### src/rtl/muldiv_pkg.sv
// Shared encodings and defaults for the HI/LO multiply/divide unit.
package muldiv_pkg;

   localparam int DEF_WIDTH = 32;
   localparam int DEF_CNT_W = 6;

   localparam logic [1:0] OP_MULT  = 2'b00;
   localparam logic [1:0] OP_MULTU = 2'b01;
   localparam logic [1:0] OP_DIV   = 2'b10;
   localparam logic [1:0] OP_DIVU  = 2'b11;

   typedef enum logic [1:0] {
      ST_IDLE = 2'd0,
      ST_RUN  = 2'd1,
      ST_FIX  = 2'd2
   } state_t;

endpackage

### src/rtl/muldiv_step.sv
// One iteration of the shift-add multiplier or the restoring divider.
// Multiply: accIn = {partial high, product bits shifted in so far}, aBit is
// the current multiplier LSB. Divide: accIn = {remainder, quotient so far},
// aBit is the next dividend bit; the new quotient bit is returned in qBit
// and its slot in accOut is left zero for the caller to fill.
module muldiv_step #(
   parameter int WIDTH = 32
) (
   input  logic [2*WIDTH-1:0] accIn,
   input  logic [WIDTH-1:0]   divisor,
   input  logic               aBit,
   input  logic               isDiv,
   output logic [2*WIDTH-1:0] accOut,
   output logic               qBit
);

   logic [WIDTH:0]   sum;
   logic [WIDTH:0]   shifted;
   logic [WIDTH:0]   diff;
   logic [WIDTH-1:0] remNext;

   // Single iteration datapath for both modes.
   always_comb begin
      sum     = '0;
      shifted = '0;
      diff    = '0;
      remNext = '0;
      qBit    = 1'b0;
      accOut  = accIn;
      if (isDiv) begin
         shifted = {accIn[2*WIDTH-1:WIDTH], aBit};
         diff    = shifted - {1'b0, divisor};
         if (!diff[WIDTH]) begin
            qBit    = 1'b1;
            remNext = diff[WIDTH-1:0];
         end else begin
            remNext = shifted[WIDTH-1:0];
         end
         accOut = {remNext, accIn[WIDTH-2:0], 1'b0};
      end else begin
         sum    = {1'b0, accIn[2*WIDTH-1:WIDTH]} + (aBit ? {1'b0, divisor} : '0);
         accOut = {sum, accIn[WIDTH-1:1]};
      end
   end

endmodule

### src/rtl/muldiv_sequencer.sv
// Multi-cycle MULT/MULTU/DIV/DIVU unit with architectural HI/LO registers.
// Operands are reduced to magnitudes at capture, iterated for WIDTH cycles,
// then sign-corrected and written to HI/LO in a single FIX cycle.
//
//   state   | meaning
//   --------+-----------------------------------------------------
//   ST_IDLE | HI/LO architectural, MTHI/MTLO accepted, waits start
//   ST_RUN  | one shift-add / restoring-divide iteration per edge
//   ST_FIX  | sign correction, HI/LO write, done pulse follows
module muldiv_sequencer
   import muldiv_pkg::*;
#(
   parameter int WIDTH = DEF_WIDTH,
   parameter int CNT_W = DEF_CNT_W
) (
   input  logic             clock,
   input  logic             reset,
   input  logic             start_in,
   input  logic [1:0]       op_in,
   input  logic [WIDTH-1:0] a_in,
   input  logic [WIDTH-1:0] b_in,
   input  logic             read_hilo_in,
   input  logic             hi_we_in,
   input  logic             lo_we_in,
   input  logic [WIDTH-1:0] wdata_in,
   output logic [WIDTH-1:0] hi_out,
   output logic [WIDTH-1:0] lo_out,
   output logic             busy_out,
   output logic             done_out,
   output logic             stall_out
);

   localparam logic [CNT_W-1:0] LAST_CNT = CNT_W'(WIDTH - 1);

   state_t             state;
   state_t             nextState;
   logic [CNT_W-1:0]   cnt;
   logic [2*WIDTH-1:0] acc;
   logic [WIDTH-1:0]   opA;
   logic [WIDTH-1:0]   opB;
   logic               signQ;
   logic               signR;
   logic               divZero;
   logic               isDivQ;
   logic [WIDTH-1:0]   hiQ;
   logic [WIDTH-1:0]   loQ;
   logic               doneQ;

   logic               isSignedOp;
   logic [WIDTH-1:0]   magA;
   logic [WIDTH-1:0]   magB;
   logic               aBit;
   logic [2*WIDTH-1:0] stepAcc;
   logic               stepQ;
   logic [2*WIDTH-1:0] prodFix;
   logic [WIDTH-1:0]   quoFix;
   logic [WIDTH-1:0]   remFix;

   // Operand magnitudes and final sign correction.
   always_comb begin
      isSignedOp = (op_in == OP_MULT) || (op_in == OP_DIV);
      magA       = (isSignedOp && a_in[WIDTH-1]) ? -a_in : a_in;
      magB       = (isSignedOp && b_in[WIDTH-1]) ? -b_in : b_in;
      aBit       = isDivQ ? opA[WIDTH-1] : opA[0];
      prodFix    = signQ ? -acc : acc;
      quoFix     = signQ ? -acc[WIDTH-1:0] : acc[WIDTH-1:0];
      remFix     = signR ? -acc[2*WIDTH-1:WIDTH] : acc[2*WIDTH-1:WIDTH];
   end

   muldiv_step #(.WIDTH(WIDTH)) uStep (
      .accIn   (acc),
      .divisor (opB),
      .aBit    (aBit),
      .isDiv   (isDivQ),
      .accOut  (stepAcc),
      .qBit    (stepQ)
   );

   // State register.
   always_ff @(posedge clock or negedge reset) begin
      if (!reset) state <= ST_IDLE;
      else        state <= nextState;
   end

   // Next state, busy and pipeline stall request.
   always_comb begin
      nextState = state;
      busy_out  = (state != ST_IDLE);
      stall_out = busy_out & (start_in | read_hilo_in | hi_we_in | lo_we_in);
      case (state)
         ST_IDLE: if (start_in) nextState = ST_RUN;
         ST_RUN:  if (cnt == LAST_CNT) nextState = ST_FIX;
         ST_FIX:  nextState = ST_IDLE;
         default: nextState = ST_IDLE;
      endcase
   end

   // Operand capture, iteration, HI/LO update and done pulse.
   always_ff @(posedge clock or negedge reset) begin
      if (!reset) begin
         cnt     <= '0;
         acc     <= '0;
         opA     <= '0;
         opB     <= '0;
         signQ   <= 1'b0;
         signR   <= 1'b0;
         divZero <= 1'b0;
         isDivQ  <= 1'b0;
         hiQ     <= '0;
         loQ     <= '0;
         doneQ   <= 1'b0;
      end else begin
         doneQ <= 1'b0;
         case (state)
            ST_IDLE: begin
               if (start_in) begin
                  opA     <= magA;
                  opB     <= magB;
                  signQ   <= isSignedOp & (a_in[WIDTH-1] ^ b_in[WIDTH-1]);
                  signR   <= isSignedOp & a_in[WIDTH-1];
                  divZero <= (b_in == '0);
                  isDivQ  <= op_in[1];
                  acc     <= '0;
                  cnt     <= '0;
               end else begin
                  if (hi_we_in) hiQ <= wdata_in;
                  if (lo_we_in) loQ <= wdata_in;
               end
            end
            ST_RUN: begin
               acc <= stepAcc | {{(2*WIDTH-1){1'b0}}, stepQ};
               cnt <= cnt + CNT_W'(1);
               opA <= isDivQ ? {opA[WIDTH-2:0], 1'b0} : {1'b0, opA[WIDTH-1:1]};
            end
            ST_FIX: begin
               // A zero divisor leaves remainder = |a|, so the remainder
               // sign fix restores a itself; the quotient is forced to ones.
               if (isDivQ) begin
                  loQ <= divZero ? '1 : quoFix;
                  hiQ <= remFix;
               end else begin
                  {hiQ, loQ} <= prodFix;
               end
               doneQ <= 1'b1;
            end
            default: ;
         endcase
      end
   end

   assign hi_out   = hiQ;
   assign lo_out   = loQ;
   assign done_out = doneQ;

endmodule

### config.mk
export PLATFORM = sky130hd
export DESIGN_NAME = muldiv_sequencer
export DESIGN_NICKNAME = d
export VERILOG_FILES = /design/src/rtl/muldiv_pkg.sv /design/src/rtl/muldiv_step.sv /design/src/rtl/muldiv_sequencer.sv
export SDC_FILE = /design/constraint.sdc
export NUM_CORES = 1
export LEC_CHECK = 0
export CAP_MARGIN = 20
export CELL_PAD_IN_SITES_DETAIL_PLACEMENT = 0
export CELL_PAD_IN_SITES_GLOBAL_PLACEMENT = 1
export CORE_MARGIN = 2
export CORE_UTILIZATION = 35
export CTS_CLUSTER_SIZE = 30
export DETAILED_ROUTE_END_ITERATION = 8
export GPL_TIMING_DRIVEN = 0
export PLACE_DENSITY = 0.76
export SKIP_LAST_GASP = 1
export SYNTH_ARGS = -nofsm -noshare
export SYNTH_HDL_FRONTEND = slang
export SYNTH_HIERARCHICAL = 1
export SYNTH_SLANG_ARGS = --single-unit
### constraint.sdc
create_clock -name clock -period 10.8 [get_ports clock]
set_input_delay 2.16 -clock clock [delete_from_list [all_inputs] [get_ports clock]]
set_output_delay 2.16 -clock clock [all_outputs]
set_load 0.02 [all_outputs]
==> Word-level counts from Yosys, hierarchy flattened <==
Cells that the tools add are included.
{ "word_totals": {"ff_bits": 205, "latchBits": 0, "ram_bits": 0, "mem_bits_ro": 0, "input_bits": 104, "out_inout_bits": 67, "wordCells": 82, "n_memories": 0} }
{ "classes": {"add_sub_neg": 8, "multipliers": 0, "div": 0, "magnitude_cmp": 0, "n_eq_ne": 9, "shifts": 0, "mux": 31, "bitwise_logic": 8, "n_reduce_logical": 14} }
{ "op_table": {"columns": ["cell", "n"], "rows": [
  ["2-to-1 mux 32 bit", 15],
  ["2-to-1 mux 64 bit", 3],
  ["case mux 32 bit (2 select lines)", 3],
  ["negation 32 bit", 4],
  ["case mux 64 bit (2 select lines)", 1],
  ["negation 64 bit", 1],
  ["bitwise OR 64 x 1 -> 64 bit", 1],
  ["adder 32 x 33 -> 33 bit", 1],
  ["subtractor 33 x 32 -> 33 bit", 1],
  ["zero test 32 bit", 1],
  ["case mux 6 bit (2 select lines)", 1],
  ["!= test 2 bit (second input constant)", 5],
  ["adder 6 x 1 -> 6 bit (second input constant)", 1],
  ["== test 6 x 5 -> 1 bit (second input constant)", 1],
  ["2-to-1 mux 6 bit", 1],
  ["AND reduction 2 bit", 3],
  ["AND reduction 3 bit", 2],
  ["nonzero test 2 bit", 3],
  ["== test 2 bit (second input constant)", 2],
  ["zero test 2 bit", 2],
  ["2-to-1 mux 1 bit", 4],
  ["2-to-1 mux 2 bit", 2],
  ["case mux 2 bit (2 select lines)", 1],
  ["AND 1 bit", 3],
  ["other kinds (5)", 8]
]} }

==> Logic depth before layout (Yosys ltp) <==
{ "depth": {"depth_word": 6, "depth_mapped": 20, "depth_no_buf": 15} }

==> By module <==
Netlist, hierarchy kept.
{ "by_module_without_submodules": {"columns": ["mod", "n_inst", "cells_per_inst", "area_each_um2", "seq_area_each_um2"], "rows": [
  ["muldiv_sequencer", 1, 1395, 12115.4, 5129.9],
  ["muldiv_step", 1, 677, 4608.2, 0.0]
]} }

==> Worst setup path after synthesis <==
OpenSTA, ideal clock, no wires.
{ "synth_timing": {"path_type": "reg-to-reg", "start": "register isDivQ", "end": "register acc[51]", "setup_time_ns": 0.133, "arrival_ns": 4.801, "required_ns": 10.667, "slack_ns": 5.866, "path_stages_with_launch": 19, "path_buffers": 3, "period_less_slack_ns": 4.934, "cell_sequence": "dfrtp_1 -> buf_2 -> buf_1 -> buf_1 -> mux2_2 -> ha_1 -> ha_1 -> fa_1 -> a211oi_1 -> o21bai_1 -> o41ai_1 -> a21oi_1 -> or3b_2 -> a31o_2 -> a21oi_1 -> xor2_1 -> mux2i_1 -> nand2_1 -> o21ai_0"} }
{ "synth_via": {"elab_chain_len": 6, "elab_cells_between_ends": 8, "cone_classes": "add/sub: 2; mux: 5; bitwise: 1"} }
{ "synth_rtl": {"columns": ["element", "line_no", "rtl"], "rows": [
  ["from (decl)", "muldiv_sequencer.sv:44", "logic isDivQ;"],
  ["from (signal assigned)", "muldiv_sequencer.sv:122", "isDivQ <= op_in[1];"],
  ["2-to-1 mux 1 bit (*)", "muldiv_sequencer.sv:64", "aBit = isDivQ ? opA[WIDTH-1] : opA[0];"],
  ["net aBit", "muldiv_sequencer.sv:52", "logic aBit;"],
  ["2-to-1 mux 32 bit / subtractor 33 x 32 -> 33 bit (equally long branches)", "muldiv_step.sv:41, muldiv_step.sv:32", null],
  ["adder 32 x 33 -> 33 bit / 2-to-1 mux 32 bit (equally long branches)", "muldiv_step.sv:41, muldiv_step.sv:33", null],
  ["2-to-1 mux 64 bit (*)", "muldiv_step.sv:30", "if (isDiv) begin"],
  ["net stepAcc[51]", "muldiv_sequencer.sv:53", "logic [2*WIDTH-1:0] stepAcc;"],
  ["bitwise OR 64 x 1 -> 64 bit (*)", "muldiv_sequencer.sv:131", "acc <= stepAcc | {{(2*WIDTH-1){1'b0}}, stepQ};"],
  ["case mux 64 bit (2 select lines) (*)", "muldiv_sequencer.sv:114", "case (state)"],
  ["to (signal assigned)", "muldiv_sequencer.sv:131", null],
  ["to (decl)", "muldiv_sequencer.sv:38", "logic [2*WIDTH-1:0] acc;"]
]} }
Mark *: on every way through the listed nets, which the timed path passes. The rest lies on a longest branch.
A chain may end at the register's enable or synchronous reset.

==> Final worst setup path <==
{ "layout_timing": {"start": "register isDivQ", "end": "register acc[63]"} }
The elaborated chain is that of the path after synthesis.

==> reports/qor.txt <==
Critical Path, Cell by Cell - buf_2, buf_1, buf_1, mux2_2, inv_1, clkbuf_1, ha_1, fa_1, nor2b_1, o2111ai_1, a211oi_1, or3_1, and2_4, a311oi_4, buf_4, o31ai_1, a211oi_1, nand2_1, o21ai_0
vias in the first global route - 16100
initial core utilization - 35.2%
Power Dens Cells - 273 mW/mm^2
status - finished, final reports clean
WP data arrival - 7.24 ns
port bufs - 170
WL/cell - 20.3 um
H-tree levels - 1
Min-Delay Path Class - register to register
cell area after synthesis - 0.0167 mm^2
max-cap viol count - 0
I/O pin total - 171
pin count of the biggest net entering global routing - 110
skew final - 0.0182 ns
GRT Total Usage - 23.5%
FP Rows - 80
leakage - 0.00820 uW
Via Count - 16400
Final setup viols - 0
layout cell share with drive strength beyond 1 - 6.16%
fin cells - 2905
RSZ-0062 raised after global routing - false
clock root cell - clkbuf_16
Synth cell types - 89
slowest stage delay, CP - 0.66 ns
Synth Area in Compound Gates - 24.4%
final net count - 2447
DR pass1 iterations - 8
Die Y - 223 um
synthesized flop and latch total - 205
Cells after Synth - 2072
Die W - 223 um
Register Area - 0.00513 mm^2
post-synthesis sequential area ratio - 30.7%
total congestion overflow - 0
highest clock rate - 0.148 GHz
Util after Layout - 42.3%
Top FF cell, synth - dfrtp_1
CP max FO - 10
Post-CTS Hold Buffers - 0
EDFF count, synth - 0
Critical Setup Path Class - register to register
die footprint - 0.0495 mm^2
Synth Area in Adders - 5.48%
FILL cells - 4830
Antenna Cells - 0
DPL Wire Length - 47700 um
final wirelength - 59100 um
Reg clk slew, reported paths - 0.06 ns
setup repair bufs after CTS - 0
TritonCTS Buffers - 26
Crit path required time - 11.28 ns
Slew @ Worst Pin - 1.05 ns
antenna violations before repair - 0
placed cells - 2858
Synth Warn # - 6
Antenna Nets Post-Route - 0
ys async rst share - 100%
max-slew violations - 0
global-route wire length before repair - 93000 um
post-synthesis xor/xnor area fraction - 8.12%
Mean Syn Cell Area - 8.07 um^2
CTS Buffer Depth - 3
GPL Wtd Cong - 0.915
final period demand of the worst path - 6.76 ns
CP max stage cell - buf_1
CP endpoint kind - register
multiplexer share of the synthesized area - 6.84%
CTS tree - yes
drt initial violations - 1363
post-CTS resize count - 0
number of clock sinks - 205
worst-skew pair later-pin latency - 0.57 ns
Hold Fails Final Rpt - 0
area delta synth->final - 20.0%
VDD IR-drop max - 0.145 mV
Worst Setup Start Kind - register
Std-Cell Core Area - 0.0474 mm^2
multi-input logic area - 0.0109 mm^2
Vias/cell - 5.64
Syn Nets - 2248
Synth Area in Simple Gates - 20.2%
slew margin rel. - 29.7%
# DRC - 0
final cycle utilization of the critical path - 62.6%
largest family of logic cells by synthesized area - compound AO/OA/AOI/OAI gates
[worst max-delay path, delay by kind of cell, from the launching register on]
kind	cells	cell delay (ns)
muxes	1	0.44
adders and majority gates	2	0.51
buffers and inverters	6	2.47
and+or+nand+nor	4	0.79
AOI/OAI and AO/OA	6	1.92
DFF	1	0.49
[logic make-up (layout without fill, tap and decap cells)]
logic type	Yosys count	after routing
flip-flops	205	205
adder cells (fa/ha/maj)	72	72
buffers and inverters	187	405
AO/OA/AOI/OAI	652	652
XOR/XNOR	155	155
multiplexers	108	108
AND/OR/NAND/NOR	693	693
[cells in the final DEF (no fill, tap or decap), drive strengths merged, types with 7 or more instances in the layout]
| cell | count |
|---|---|
| a211oi | 27 |
| a21o | 36 |
| a21oi | 137 |
| a31o | 7 |
| a31oi | 26 |
| a41oi | 7 |
| and2 | 8 |
| and4 | 8 |
| buf | 22 |
| clkbuf | 134 |
| clkdlybuf4s50 | 169 |
| clkinv | 9 |
| dfrtp | 205 |
| ha | 70 |
| inv | 70 |
| mux2 | 47 |
| mux2i | 61 |
| nand2 | 299 |
| nand2b | 17 |
| nand3 | 33 |
| nand4 | 14 |
| nor2 | 137 |
| nor2b | 26 |
| nor3 | 48 |
| nor4 | 20 |
| o211ai | 25 |
| o21a | 10 |
| o21ai | 236 |
| o21bai | 8 |
| o221ai | 9 |
| o22ai | 25 |
| o31ai | 35 |
| o41ai | 16 |
| or3 | 32 |
| or4 | 14 |
| xnor2 | 100 |
| xor2 | 55 |
[metrics by stage]
stage	total power, uW	hold slack [ns]	TNS, ns	cell area, um^2	worst slack, ns
floorplan	3530	0.449	0	16700	5.87
global placement	4550	0.467	-206.64	19200	-1.04
detailed placement	4580	0.474	0	19200	3.99
CTS	5440	0.485	0	20100	3.98
global route	5880	0.504	0	20100	3.71
finish	5470	0.478	0	20100	4.04
[final timing paths]
kind | startpoint | to | slack (ns) | depth (start not counted)
hold / removal | opB[25]$_DFFE_PN0P_ | opB[25]$_DFFE_PN0P_ | 0.48 | 2
setup reg to reg | isDivQ$_DFFE_PN0P_ | acc[63]$_DFFE_PN0P_ | 4.04 | 19
max in group asynchronous | reset | hi_out[8]$_DFFE_PN0P_ | 8.13 | 2
min in group asynchronous | reset | opA[9]$_DFFE_PN0P_ | 1.60 | 1
setup / recovery | isDivQ$_DFFE_PN0P_ | acc[63]$_DFFE_PN0P_ | 4.04 | 19
hold reg to reg | opB[25]$_DFFE_PN0P_ | opB[25]$_DFFE_PN0P_ | 0.48 | 2
[layout make-up]
class / instances / share of cell area (%)
Clock inverter: 11 / 0.580
Clock buffer: 36 / 3.58
Inverter: 69 / 1.29
Tap cell: 615 / 3.84
Timing Repair Buffer: 171 / 8.64
Buffer: 118 / 2.33
Sequential cell: 205 / 25.6
Multi-Input combinational cell: 1680 / 54.2
[cell usage after synthesis (all sizes together) (7+ instances only)]
library cell  number  area [um^2]
nor2b             26          163
or4               14          120
a211oi            27          208
o22ai             25          156
clkbuf            98          368
a31oi             26          169
inv               68          255
nor3              48          265
a21o              36          270
nand2b            17          106
o31ai             35          268
dfrtp            205         5130
o41ai             16          155
o21bai             8         60.1
nand4             14         87.6
nand2            299         1120
ha                70          876
buf               20         98.9
a21oi            137          686
mux2i             61          611
o211ai            25          188
o21a              10         75.1
nor2             137          514
o221ai             9         78.8
and2               8         52.6
xor2              55          482
xnor2            100          876
a31o               7         61.3
a41oi              7         61.3
nand3             33          165
nor4              20          186
and4               8         70.1
o21ai            236         1180
or3               32          205
mux2              47          533
[report_power, final]
| group | total [uW] | switching [uW] | internal [uW] |
|---|---|---|---|
| registers | 1360 | 352 | 1010 |
| clock network | 842 | 350 | 492 |
| logic | 3270 | 1960 | 1310 |
| total | 5470 | 2660 | 2810 |
[per-layer routing]
metal | vias up | track usage (%) | wire length, um
met1 | 7823 | 32.7 | 27200
met3 | 80 | 2.55 | 3280
met4 | 0 | 7.14 | 1660
li1 | 7944 | - | -
met5 | - | 0 | 0
met2 | 541 | 38.4 | 27000
[registers in the layout, indices dropped and copies added (netlist names)]
signal and count:
acc 64, hi_out 32, lo_out 32, opA 32
opB 32, cnt 6, state 2, divZero 1
done_out 1, isDivQ 1, signQ 1, signR 1
Power figures use the tool's default switching activity.
